File: config.mk
export PLATFORM = sky130hd
export DESIGN_NAME = vc_control_fsm_flat
export DESIGN_NICKNAME = d
export VERILOG_FILES = /design/src/rtl/vc_control_fsm_if.sv /design/src/rtl/vc_control_fsm.sv /design/src/flat_wrapper.sv
export SDC_FILE = /design/constraint.sdc
export NUM_CORES = 1
export LEC_CHECK = 0
export ABC_AREA = 1
export CORE_MARGIN = 2
export CORE_UTILIZATION = 30
export DETAILED_ROUTE_END_ITERATION = 12
export PLACE_DENSITY_LB_ADDON = 0.05
export SLEW_MARGIN = 5
export SYNTH_ARGS = -nofsm -noshare
export SYNTH_HDL_FRONTEND = slang
export SYNTH_SLANG_ARGS = --single-unit
File: constraint.sdc
create_clock -name clk -period 2.75 [get_ports clk]
set_input_delay 0.6875 -clock clk [delete_from_list [all_inputs] [get_ports clk]]
set_output_delay 0.6875 -clock clk [all_outputs]
set_load 0.01 [all_outputs]
File: src/rtl/vc_control_fsm_if.sv
// Purpose : bundle of link, buffer, allocator and crossbar signals that
//           connect one router input port controller to its environment.
// Ports   : valid_in/vc_in/ready_in         upstream link
//           push_buffer/popBuffer/full/empty/head_type  per-VC flit buffers
//           reserveRoute/routeReserveStatus/routeRelieve  switch allocator
//           valid_out/vc_out/ready_out/phitCounter        crossbar output
//           proto_err                        sticky per-VC protocol error
// Modports: master = input port controller, slave = surrounding logic.
interface vc_control_fsm_if #(
    parameter int VC_COUNT    = 4,
    parameter int VC_WIDTH    = $clog2(VC_COUNT),
    parameter int PhitPerFlit = 1,
    parameter int TYPE_WIDTH  = 2,
    parameter int PHIT_WIDTH  = $clog2(PhitPerFlit) + 1
);
    logic                           valid_in;
    logic [VC_WIDTH-1:0]            vc_in;
    logic [VC_COUNT-1:0]            ready_in;
    logic [VC_COUNT-1:0]            push_buffer;
    logic [VC_COUNT-1:0]            full;
    logic [VC_COUNT-1:0]            empty;
    logic [VC_COUNT*TYPE_WIDTH-1:0] head_type;
    logic [VC_COUNT-1:0]            reserveRoute;
    logic [VC_COUNT-1:0]            routeReserveStatus;
    logic [VC_COUNT-1:0]            routeRelieve;
    logic                           valid_out;
    logic [VC_WIDTH-1:0]            vc_out;
    logic                           ready_out;
    logic [VC_COUNT-1:0]            popBuffer;
    logic [PHIT_WIDTH-1:0]          phitCounter;
    logic [VC_COUNT-1:0]            proto_err;

    modport master (
        input  valid_in, vc_in, full, empty, head_type, routeReserveStatus, ready_out,
        output ready_in, push_buffer, reserveRoute, routeRelieve,
               valid_out, vc_out, popBuffer, phitCounter, proto_err
    );

    modport slave (
        output valid_in, vc_in, full, empty, head_type, routeReserveStatus, ready_out,
        input  ready_in, push_buffer, reserveRoute, routeRelieve,
               valid_out, vc_out, popBuffer, phitCounter, proto_err
    );
endinterface

File: src/rtl/vc_control_fsm.sv
// Purpose : multi-VC input port controller. Per-VC push/pop, one route
//           reservation FSM per VC, and a round-robin, flit-atomic,
//           multi-phit arbiter onto the crossbar output.
// Ports   : clk  - clock, rising edge
//           rst  - asynchronous active-low reset
//           bus  - vc_control_fsm_if.master (link, buffers, allocator, output)
//
// Per-VC state table
//   state      | meaning
//   ST_IDLE    | no route held; waits for a head/single flit at buffer head
//   ST_REQ     | reserveRoute high until the allocator grant pulse
//   ST_ACTIVE  | route held; VC competes for the output while non-empty
//   ST_RELIEVE | routeRelieve high for one cycle, then back to IDLE
module vc_control_fsm #(
    parameter int VC_COUNT    = 4,
    parameter int VC_WIDTH    = $clog2(VC_COUNT),
    parameter int PhitPerFlit = 1,
    parameter int TYPE_WIDTH  = 2
) (
    input logic              clk,
    input logic              rst,
    vc_control_fsm_if.master bus
);
    localparam int PHIT_WIDTH = $clog2(PhitPerFlit) + 1;
    localparam logic [PHIT_WIDTH-1:0] LAST_PHIT = PHIT_WIDTH'(PhitPerFlit - 1);
    localparam logic [TYPE_WIDTH-1:0] T_SINGLE = TYPE_WIDTH'(0);
    localparam logic [TYPE_WIDTH-1:0] T_HEAD   = TYPE_WIDTH'(1);
    localparam logic [TYPE_WIDTH-1:0] T_TAIL   = TYPE_WIDTH'(3);

    typedef enum logic [1:0] {
        ST_IDLE    = 2'd0,
        ST_REQ     = 2'd1,
        ST_ACTIVE  = 2'd2,
        ST_RELIEVE = 2'd3
    } vc_state_t;

    vc_state_t r_state [VC_COUNT];
    vc_state_t w_state_nxt [VC_COUNT];

    // r_run rises on the first clock edge after reset release, so that
    // leaving reset is seen synchronously by all of the control logic.
    logic                  r_run;
    logic [VC_WIDTH-1:0]   r_rr;
    logic                  r_lock;
    logic [VC_WIDTH-1:0]   r_lock_vc;
    logic [PHIT_WIDTH-1:0] r_phit;
    logic [VC_COUNT-1:0]   r_proto_err;

    logic [TYPE_WIDTH-1:0] w_type [VC_COUNT];
    logic [VC_COUNT-1:0]   w_is_start;
    logic [VC_COUNT-1:0]   w_is_end;
    logic [VC_COUNT-1:0]   w_eligible;
    logic [VC_COUNT-1:0]   w_drop;
    logic                  w_arb_valid;
    logic [VC_WIDTH-1:0]   w_arb_vc;
    logic                  w_grant_valid;
    logic [VC_WIDTH-1:0]   w_grant_vc;
    logic                  w_hs;
    logic                  w_last;

    always_comb begin
        for (int v = 0; v < VC_COUNT; v++) begin
            w_type[v]     = bus.head_type[v*TYPE_WIDTH +: TYPE_WIDTH];
            w_is_start[v] = (w_type[v] == T_SINGLE) || (w_type[v] == T_HEAD);
            w_is_end[v]   = (w_type[v] == T_SINGLE) || (w_type[v] == T_TAIL);
            // A body/tail flit reaching an idle VC has no route: drop it.
            w_drop[v]     = r_run && (r_state[v] == ST_IDLE) && !bus.empty[v] && !w_is_start[v];
            w_eligible[v] = r_run && (r_state[v] == ST_ACTIVE) && !bus.empty[v];
        end
    end

    // Round-robin scan: first eligible VC at or after r_rr, wrapping.
    always_comb begin
        logic [VC_WIDTH-1:0] idx;
        idx         = '0;
        w_arb_valid = 1'b0;
        w_arb_vc    = '0;
        for (int i = 0; i < VC_COUNT; i++) begin
            idx = VC_WIDTH'((int'(r_rr) + i) % VC_COUNT);
            if (!w_arb_valid && w_eligible[idx]) begin
                w_arb_valid = 1'b1;
                w_arb_vc    = idx;
            end
        end
    end

    // Once the first phit has gone, the grant stays on that VC until the
    // last phit completes, regardless of ready_out or other requesters.
    assign w_grant_valid = r_lock || w_arb_valid;
    assign w_grant_vc    = r_lock ? r_lock_vc : w_arb_vc;
    assign w_hs          = w_grant_valid && bus.ready_out;
    assign w_last        = w_hs && (r_phit == LAST_PHIT);

    always_ff @(posedge clk or negedge rst) begin
        if (!rst) begin
            for (int v = 0; v < VC_COUNT; v++) begin
                r_state[v] <= ST_IDLE;
            end
        end else begin
            for (int v = 0; v < VC_COUNT; v++) begin
                r_state[v] <= w_state_nxt[v];
            end
        end
    end

    always_comb begin
        for (int v = 0; v < VC_COUNT; v++) begin
            w_state_nxt[v] = r_state[v];
            case (r_state[v])
                ST_IDLE: begin
                    if (r_run && !bus.empty[v] && w_is_start[v]) begin
                        w_state_nxt[v] = ST_REQ;
                    end
                end
                ST_REQ: begin
                    if (bus.routeReserveStatus[v]) begin
                        w_state_nxt[v] = ST_ACTIVE;
                    end
                end
                ST_ACTIVE: begin
                    if (w_last && (w_grant_vc == VC_WIDTH'(v)) && w_is_end[v]) begin
                        w_state_nxt[v] = ST_RELIEVE;
                    end
                end
                ST_RELIEVE: w_state_nxt[v] = ST_IDLE;
                default:    w_state_nxt[v] = ST_IDLE;
            endcase
        end
    end

    always_comb begin
        bus.ready_in     = r_run ? ~bus.full : '0;
        bus.push_buffer  = '0;
        bus.reserveRoute = '0;
        bus.routeRelieve = '0;
        bus.popBuffer    = '0;
        for (int v = 0; v < VC_COUNT; v++) begin
            bus.push_buffer[v]  = r_run && bus.valid_in && (bus.vc_in == VC_WIDTH'(v)) && !bus.full[v];
            bus.reserveRoute[v] = (r_state[v] == ST_REQ);
            bus.routeRelieve[v] = (r_state[v] == ST_RELIEVE);
            bus.popBuffer[v]    = w_drop[v] || (w_last && (w_grant_vc == VC_WIDTH'(v)));
        end
        bus.valid_out   = w_grant_valid;
        bus.vc_out      = w_grant_valid ? w_grant_vc : '0;
        bus.phitCounter = r_phit;
        bus.proto_err   = r_proto_err;
    end

    always_ff @(posedge clk or negedge rst) begin
        if (!rst) begin
            r_run       <= 1'b0;
            r_rr        <= '0;
            r_lock      <= 1'b0;
            r_lock_vc   <= '0;
            r_phit      <= '0;
            r_proto_err <= '0;
        end else begin
            r_run       <= 1'b1;
            r_proto_err <= r_proto_err | w_drop;
            if (w_last) begin
                r_phit <= '0;
                r_lock <= 1'b0;
                r_rr   <= (w_grant_vc == VC_WIDTH'(VC_COUNT - 1)) ? '0 : w_grant_vc + 1'b1;
            end else if (w_hs) begin
                r_phit    <= r_phit + 1'b1;
                r_lock    <= 1'b1;
                r_lock_vc <= w_grant_vc;
            end
        end
    end
endmodule

File: src/flat_wrapper.sv
// flat-port wrapper written by rule: the top's interface ports become plain ports
module vc_control_fsm_flat 
#(
    parameter int VC_COUNT    = 4,
    parameter int VC_WIDTH    = $clog2(VC_COUNT),
    parameter int PhitPerFlit = 1,
    parameter int TYPE_WIDTH  = 2
)
  (clk, rst, bus_valid_in, bus_vc_in, bus_full, bus_empty, bus_head_type, bus_routeReserveStatus, bus_ready_out, bus_ready_in, bus_push_buffer, bus_reserveRoute, bus_routeRelieve, bus_valid_out, bus_vc_out, bus_popBuffer, bus_phitCounter, bus_proto_err);
  vc_control_fsm_if #(.VC_COUNT(VC_COUNT), .PhitPerFlit(PhitPerFlit), .VC_WIDTH(VC_WIDTH), .TYPE_WIDTH(TYPE_WIDTH)) bus_i ();
  input logic clk;
  input logic rst;
  input wire logic [$bits(bus_i.valid_in)-1:0] bus_valid_in;
  input wire logic [$bits(bus_i.vc_in)-1:0] bus_vc_in;
  input wire logic [$bits(bus_i.full)-1:0] bus_full;
  input wire logic [$bits(bus_i.empty)-1:0] bus_empty;
  input wire logic [$bits(bus_i.head_type)-1:0] bus_head_type;
  input wire logic [$bits(bus_i.routeReserveStatus)-1:0] bus_routeReserveStatus;
  input wire logic [$bits(bus_i.ready_out)-1:0] bus_ready_out;
  output wire logic [$bits(bus_i.ready_in)-1:0] bus_ready_in;
  output wire logic [$bits(bus_i.push_buffer)-1:0] bus_push_buffer;
  output wire logic [$bits(bus_i.reserveRoute)-1:0] bus_reserveRoute;
  output wire logic [$bits(bus_i.routeRelieve)-1:0] bus_routeRelieve;
  output wire logic [$bits(bus_i.valid_out)-1:0] bus_valid_out;
  output wire logic [$bits(bus_i.vc_out)-1:0] bus_vc_out;
  output wire logic [$bits(bus_i.popBuffer)-1:0] bus_popBuffer;
  output wire logic [$bits(bus_i.phitCounter)-1:0] bus_phitCounter;
  output wire logic [$bits(bus_i.proto_err)-1:0] bus_proto_err;
  assign bus_i.valid_in = bus_valid_in;
  assign bus_i.vc_in = bus_vc_in;
  assign bus_i.full = bus_full;
  assign bus_i.empty = bus_empty;
  assign bus_i.head_type = bus_head_type;
  assign bus_i.routeReserveStatus = bus_routeReserveStatus;
  assign bus_i.ready_out = bus_ready_out;
  assign bus_ready_in = bus_i.ready_in;
  assign bus_push_buffer = bus_i.push_buffer;
  assign bus_reserveRoute = bus_i.reserveRoute;
  assign bus_routeRelieve = bus_i.routeRelieve;
  assign bus_valid_out = bus_i.valid_out;
  assign bus_vc_out = bus_i.vc_out;
  assign bus_popBuffer = bus_i.popBuffer;
  assign bus_phitCounter = bus_i.phitCounter;
  assign bus_proto_err = bus_i.proto_err;
  vc_control_fsm #(.VC_COUNT(VC_COUNT), .VC_WIDTH(VC_WIDTH), .PhitPerFlit(PhitPerFlit), .TYPE_WIDTH(TYPE_WIDTH)) u_core (.clk(clk), .rst(rst), .bus(bus_i));
endmodule
==> flow_summary.yaml <==
clock_network:
  cts.reportedPaths.clkPinSlew_ps: 70
  ctsLongestPathBuffers: 2
  clk_latency_ps: 250
  htreeDepth: 1
  cts.sinks: 19
  cts.hold.buffers_added: 0
  cts_tree: "built"
  cts_buffers: 3
  cts.root.buffer_cell: "sky130_fd_sc_hd__clkbuf_8"
pwr:
  leakagePower_uw: 0.00169
  pwr_cell_area_mw_per_mm2: 1150
  post-layout-total-power_uw: 3630
  max-vdd-ir-drop_mv: 0.592
grt:
  first_global_vias: 1816
  grt_antenna_before_repair: 0
  grt_pass1_wl_um: 7660
  grt_util_all_layers_pct: 14.4
  grt_overflow: 0
  grt_max_degree: 20
cells_and_area:
  layout-drive-gt1-share_pct: 37.8
  final_nets: 423
  antenna_cells: 0
  area_delta_synth_final_pct: 72.2
sta:
  fin_setup_tns_ps: -1360
  slew_viol_final: 0
  final_critical_path_setup_slack_ps: -330
  rsz0062_at_grt: "yes"
  setup_viol: 6
  finalHoldViolCount: 0
  fin_crit_ps: 3080
  max_freq_mhz: 325
  fin_skew_ps: 5.98
  final.period_utilization_pct: 112
synthesis:
  syn_area_sq_mm: 0.00183
  synth_seq_area_share_pct: 25.9
  synthesis.area_per_instance_sq_um: 7.34
  ys_types: 29
  synth_cells: 250
  postSynthRegisterBits: 19
  synthesis.nets: 304
  ys.warnings.count: 0
setup_path:
  critical_path.max_fanout: 3
  worstSetupEndpointType: "output port"
  worst-endpoint-arrival_ps: 2390
  cp_slowest_stage_delay_ps: 190
  r2r-start: "u_core.r_state[4]"
  timing.critical_path.buf_inv: 7
  crit_type: "in2out"
  cpMostUsedCell: "sky130_fd_sc_hd__buf_6"
  critical_path_required_ps: 2060
  critical_path.reg2reg.endpoint: "u_core.r_state[2]"
  r2r_slack_ps: 220
  crit_path_start_kind: "input port"
  number_of_cells_on_the_worst_reg_to_reg_path: 22
  worst_path_max_delay_cell: "sky130_fd_sc_hd__clkdlybuf4s15_1"
  critical_path.top_delay_family: "buffers and inverters"
  ordered_list_of_cells_on_the_worst_path: "clkdlybuf4s15_1, inv_1, nand4_1, nand3_2, nand2_4, inv_4, o21ai_4, buf_6, o21ai_2, nand2_2, buf_6, buf_6, ha_4, nand2_2, nand2_1, buf_2"
floorplanning:
  die_width_um: 82.2
  design.core.area_sq_mm: 0.00592
  floorplan.initialDensity_pct: 31.0
  dieHeight_um: 82.2
  fp.dieArea_sq_mm: 0.00676
  floorplan.io_pins: 54
  placementRows: 28
hold_path:
  worstHoldStart: "u_core.bus.proto_err[3]"
  hold_path_class: "reg2reg"
  min_delay_path_depth: 2
  worst_hold_path.endpoint: "u_core.bus.proto_err[3]"
drt:
  drtAntennaViolNets: 0
  drt_drc_violations_left: 0
  detail_route.iter0.violations: 36
  wire_length_reported_by_the_detailed_router_um: 4850
  routed-via-count: 1936
  avgRoutedWirePerCell_um: 10.9
  route.detailed.vias_per_inst: 4.37
  first_pass_iters: 4
status:
  failing_checks: "negative setup slack"
  status: "complete, but fails checks"
placement:
  final_hpwl_from_detailed_placement_um: 3750
  buffer_ports.inserted: 53
  place.gp.congestion: 0.868
  detailedPlace.worstSlack_ps: -1110
job:
  cap_viol_max_count: 0
==> synth_stat cells <==
library cell | number | area [sq um]
sky130_fd_sc_hd__o21ai_0 | 9 | 45.0
sky130_fd_sc_hd__conb_1 | 1 | 3.75
sky130_fd_sc_hd__nor3_1 | 4 | 20.0
sky130_fd_sc_hd__inv_4 | 1 | 6.26
sky130_fd_sc_hd__nand4_1 | 8 | 50.1
sky130_fd_sc_hd__nand2_4 | 2 | 22.5
sky130_fd_sc_hd__nand2_1 | 57 | 214
sky130_fd_sc_hd__inv_1 | 50 | 188
sky130_fd_sc_hd__nor2_2 | 1 | 6.26
sky130_fd_sc_hd__nand3_1 | 20 | 100
sky130_fd_sc_hd__buf_8 | 1 | 15.0
sky130_fd_sc_hd__nor4_1 | 4 | 25.0
sky130_fd_sc_hd__o21ai_1 | 3 | 15.0
sky130_fd_sc_hd__nor2_4 | 2 | 22.5
sky130_fd_sc_hd__or2_2 | 4 | 25.0
sky130_fd_sc_hd__a21oi_1 | 3 | 15.0
sky130_fd_sc_hd__ha_1 | 28 | 350
sky130_fd_sc_hd__buf_4 | 1 | 7.51
sky130_fd_sc_hd__buf_6 | 1 | 11.3
sky130_fd_sc_hd__inv_2 | 1 | 3.75
sky130_fd_sc_hd__dfrtp_1 | 19 | 475
sky130_fd_sc_hd__inv_6 | 1 | 8.76
sky130_fd_sc_hd__nand3_4 | 3 | 52.6
sky130_fd_sc_hd__a211oi_1 | 2 | 15.0
sky130_fd_sc_hd__nand3_2 | 2 | 20.0
sky130_fd_sc_hd__nand4_2 | 2 | 25.0
sky130_fd_sc_hd__o211ai_1 | 1 | 7.51
sky130_fd_sc_hd__nor2_1 | 14 | 52.6
sky130_fd_sc_hd__nand2_2 | 5 | 31.3
==> kinds of logic after synthesis <==
family          share of synthesized area (%)
simple gates                             36.4
buf+inv                                  13.1
fa+ha+maj                                19.1
flops                                    25.9
compound gates                           5.32
other cells                             0.204
==> worst min-delay path, delay by kind of cell, from the launching register on <==
kind	cells	cell delay, ps
DFF	1	350
buffers and inverters	1	40
and+or+nand+nor	1	50
==> power by group <==
| group | switching, uW | internal [uW] | total (uW) |
|---|---|---|---|
| clock | 90.8 | 103 | 194 |
| sequential | 89.0 | 371 | 460 |
| combinational | 1410 | 1570 | 2980 |
| total | 1590 | 2040 | 3630 |
==> how the worst max path moves through the flow <==
stage,startpoint,end,slack (ps),depth (start not counted)
after CTS,u_core.r_state[6],bus_popBuffer[2],-300,18
after global routing,u_core.r_state[6],bus_popBuffer[2],-430,17
after detailed placement,bus_empty[3],bus_popBuffer[3],-1110,15
after floorplan,bus_empty[3],bus_popBuffer[3],0.6,12
after global placement,bus_empty[3],bus_popBuffer[3],-1070,14
final,bus_empty[0],bus_popBuffer[2],-330,16
==> metal layers <==
layer  wire length (um)  global-route usage [%]  vias to the layer above
li1                   -                       -                     1029
met1               2270                    18.3                      863
met2               2280                    25.6                       42
met3                275                    2.50                        2
met4                 29                    3.00                        0
met5                  0                       0                        -
==> flip-flops by register name (all words and copies together), names as in the netlist <==
name	count
u_core.r_rr	2
u_core.r_lock	1
u_core.r_lock_vc	2
u_core.r_state	8
u_core.r_run	1
u_core.bus.phitCounter	1
u_core.bus.proto_err	4
==> repair_timing <==
action / CTS / global route
endpoints found under the setup margin: 12 / 9
setup buffers: 12 / 8
pin swaps: 28 / 25
cloned: 0 / 0
resized for setup: 83 / 28
==> through the flow <==
step | hold slack, ps | cell area (sq um) | util [%] | std cells
6_report | 469 | 3160 | 53.4 | 443
5_1_grt | 508 | 3160 | 53.4 | 443
4_1_cts | 472 | 3000 | 50.6 | 435
3_5_place_dp | 452 | 2760 | 46.5 | 419
3_3_place_gp | 448 | 2760 | 46.5 | 419
2_1_floorplan | 392 | 1830 | - | 250
==> area by class of cell <==
type,count,area (sq um)
flip-flops and latches,19,477
well taps,75,93.8
clock buffers,4,45.0
fillers,588,2760
multi-input cells,175,1320
inverters,53,211
repair buffers,117,1010
==> layout by cell type, fill, tap and decap left out, types with 2 or more instances in the layout <==
cell type,Yosys,final
sky130_fd_sc_hd__a211oi_1,2,2
sky130_fd_sc_hd__a21oi_1,3,2
sky130_fd_sc_hd__buf_2,0,7
sky130_fd_sc_hd__buf_4,1,54
sky130_fd_sc_hd__buf_6,1,11
sky130_fd_sc_hd__clkbuf_8,0,3
sky130_fd_sc_hd__clkdlybuf4s15_1,0,2
sky130_fd_sc_hd__clkdlybuf4s50_1,0,39
sky130_fd_sc_hd__dfrtp_1,19,18
sky130_fd_sc_hd__dlymetal6s2s_1,0,2
sky130_fd_sc_hd__ha_1,28,20
sky130_fd_sc_hd__ha_4,0,8
sky130_fd_sc_hd__inv_1,50,37
sky130_fd_sc_hd__inv_2,1,12
sky130_fd_sc_hd__inv_4,1,3
sky130_fd_sc_hd__nand2_1,57,52
sky130_fd_sc_hd__nand2_2,5,8
sky130_fd_sc_hd__nand2_4,2,4
sky130_fd_sc_hd__nand3_1,20,15
sky130_fd_sc_hd__nand3_2,2,7
sky130_fd_sc_hd__nand3_4,3,3
sky130_fd_sc_hd__nand4_1,8,8
sky130_fd_sc_hd__nor2_1,14,12
sky130_fd_sc_hd__nor2_2,1,2
sky130_fd_sc_hd__nor2_4,2,3
sky130_fd_sc_hd__nor3_1,4,4
sky130_fd_sc_hd__nor4_1,4,4
sky130_fd_sc_hd__o21ai_0,9,4
sky130_fd_sc_hd__o21ai_1,3,4
sky130_fd_sc_hd__o21ai_2,0,2
sky130_fd_sc_hd__o21ai_4,0,2
sky130_fd_sc_hd__or2_2,4,4
No activity file was read; power rests on OpenSTA's default activity.
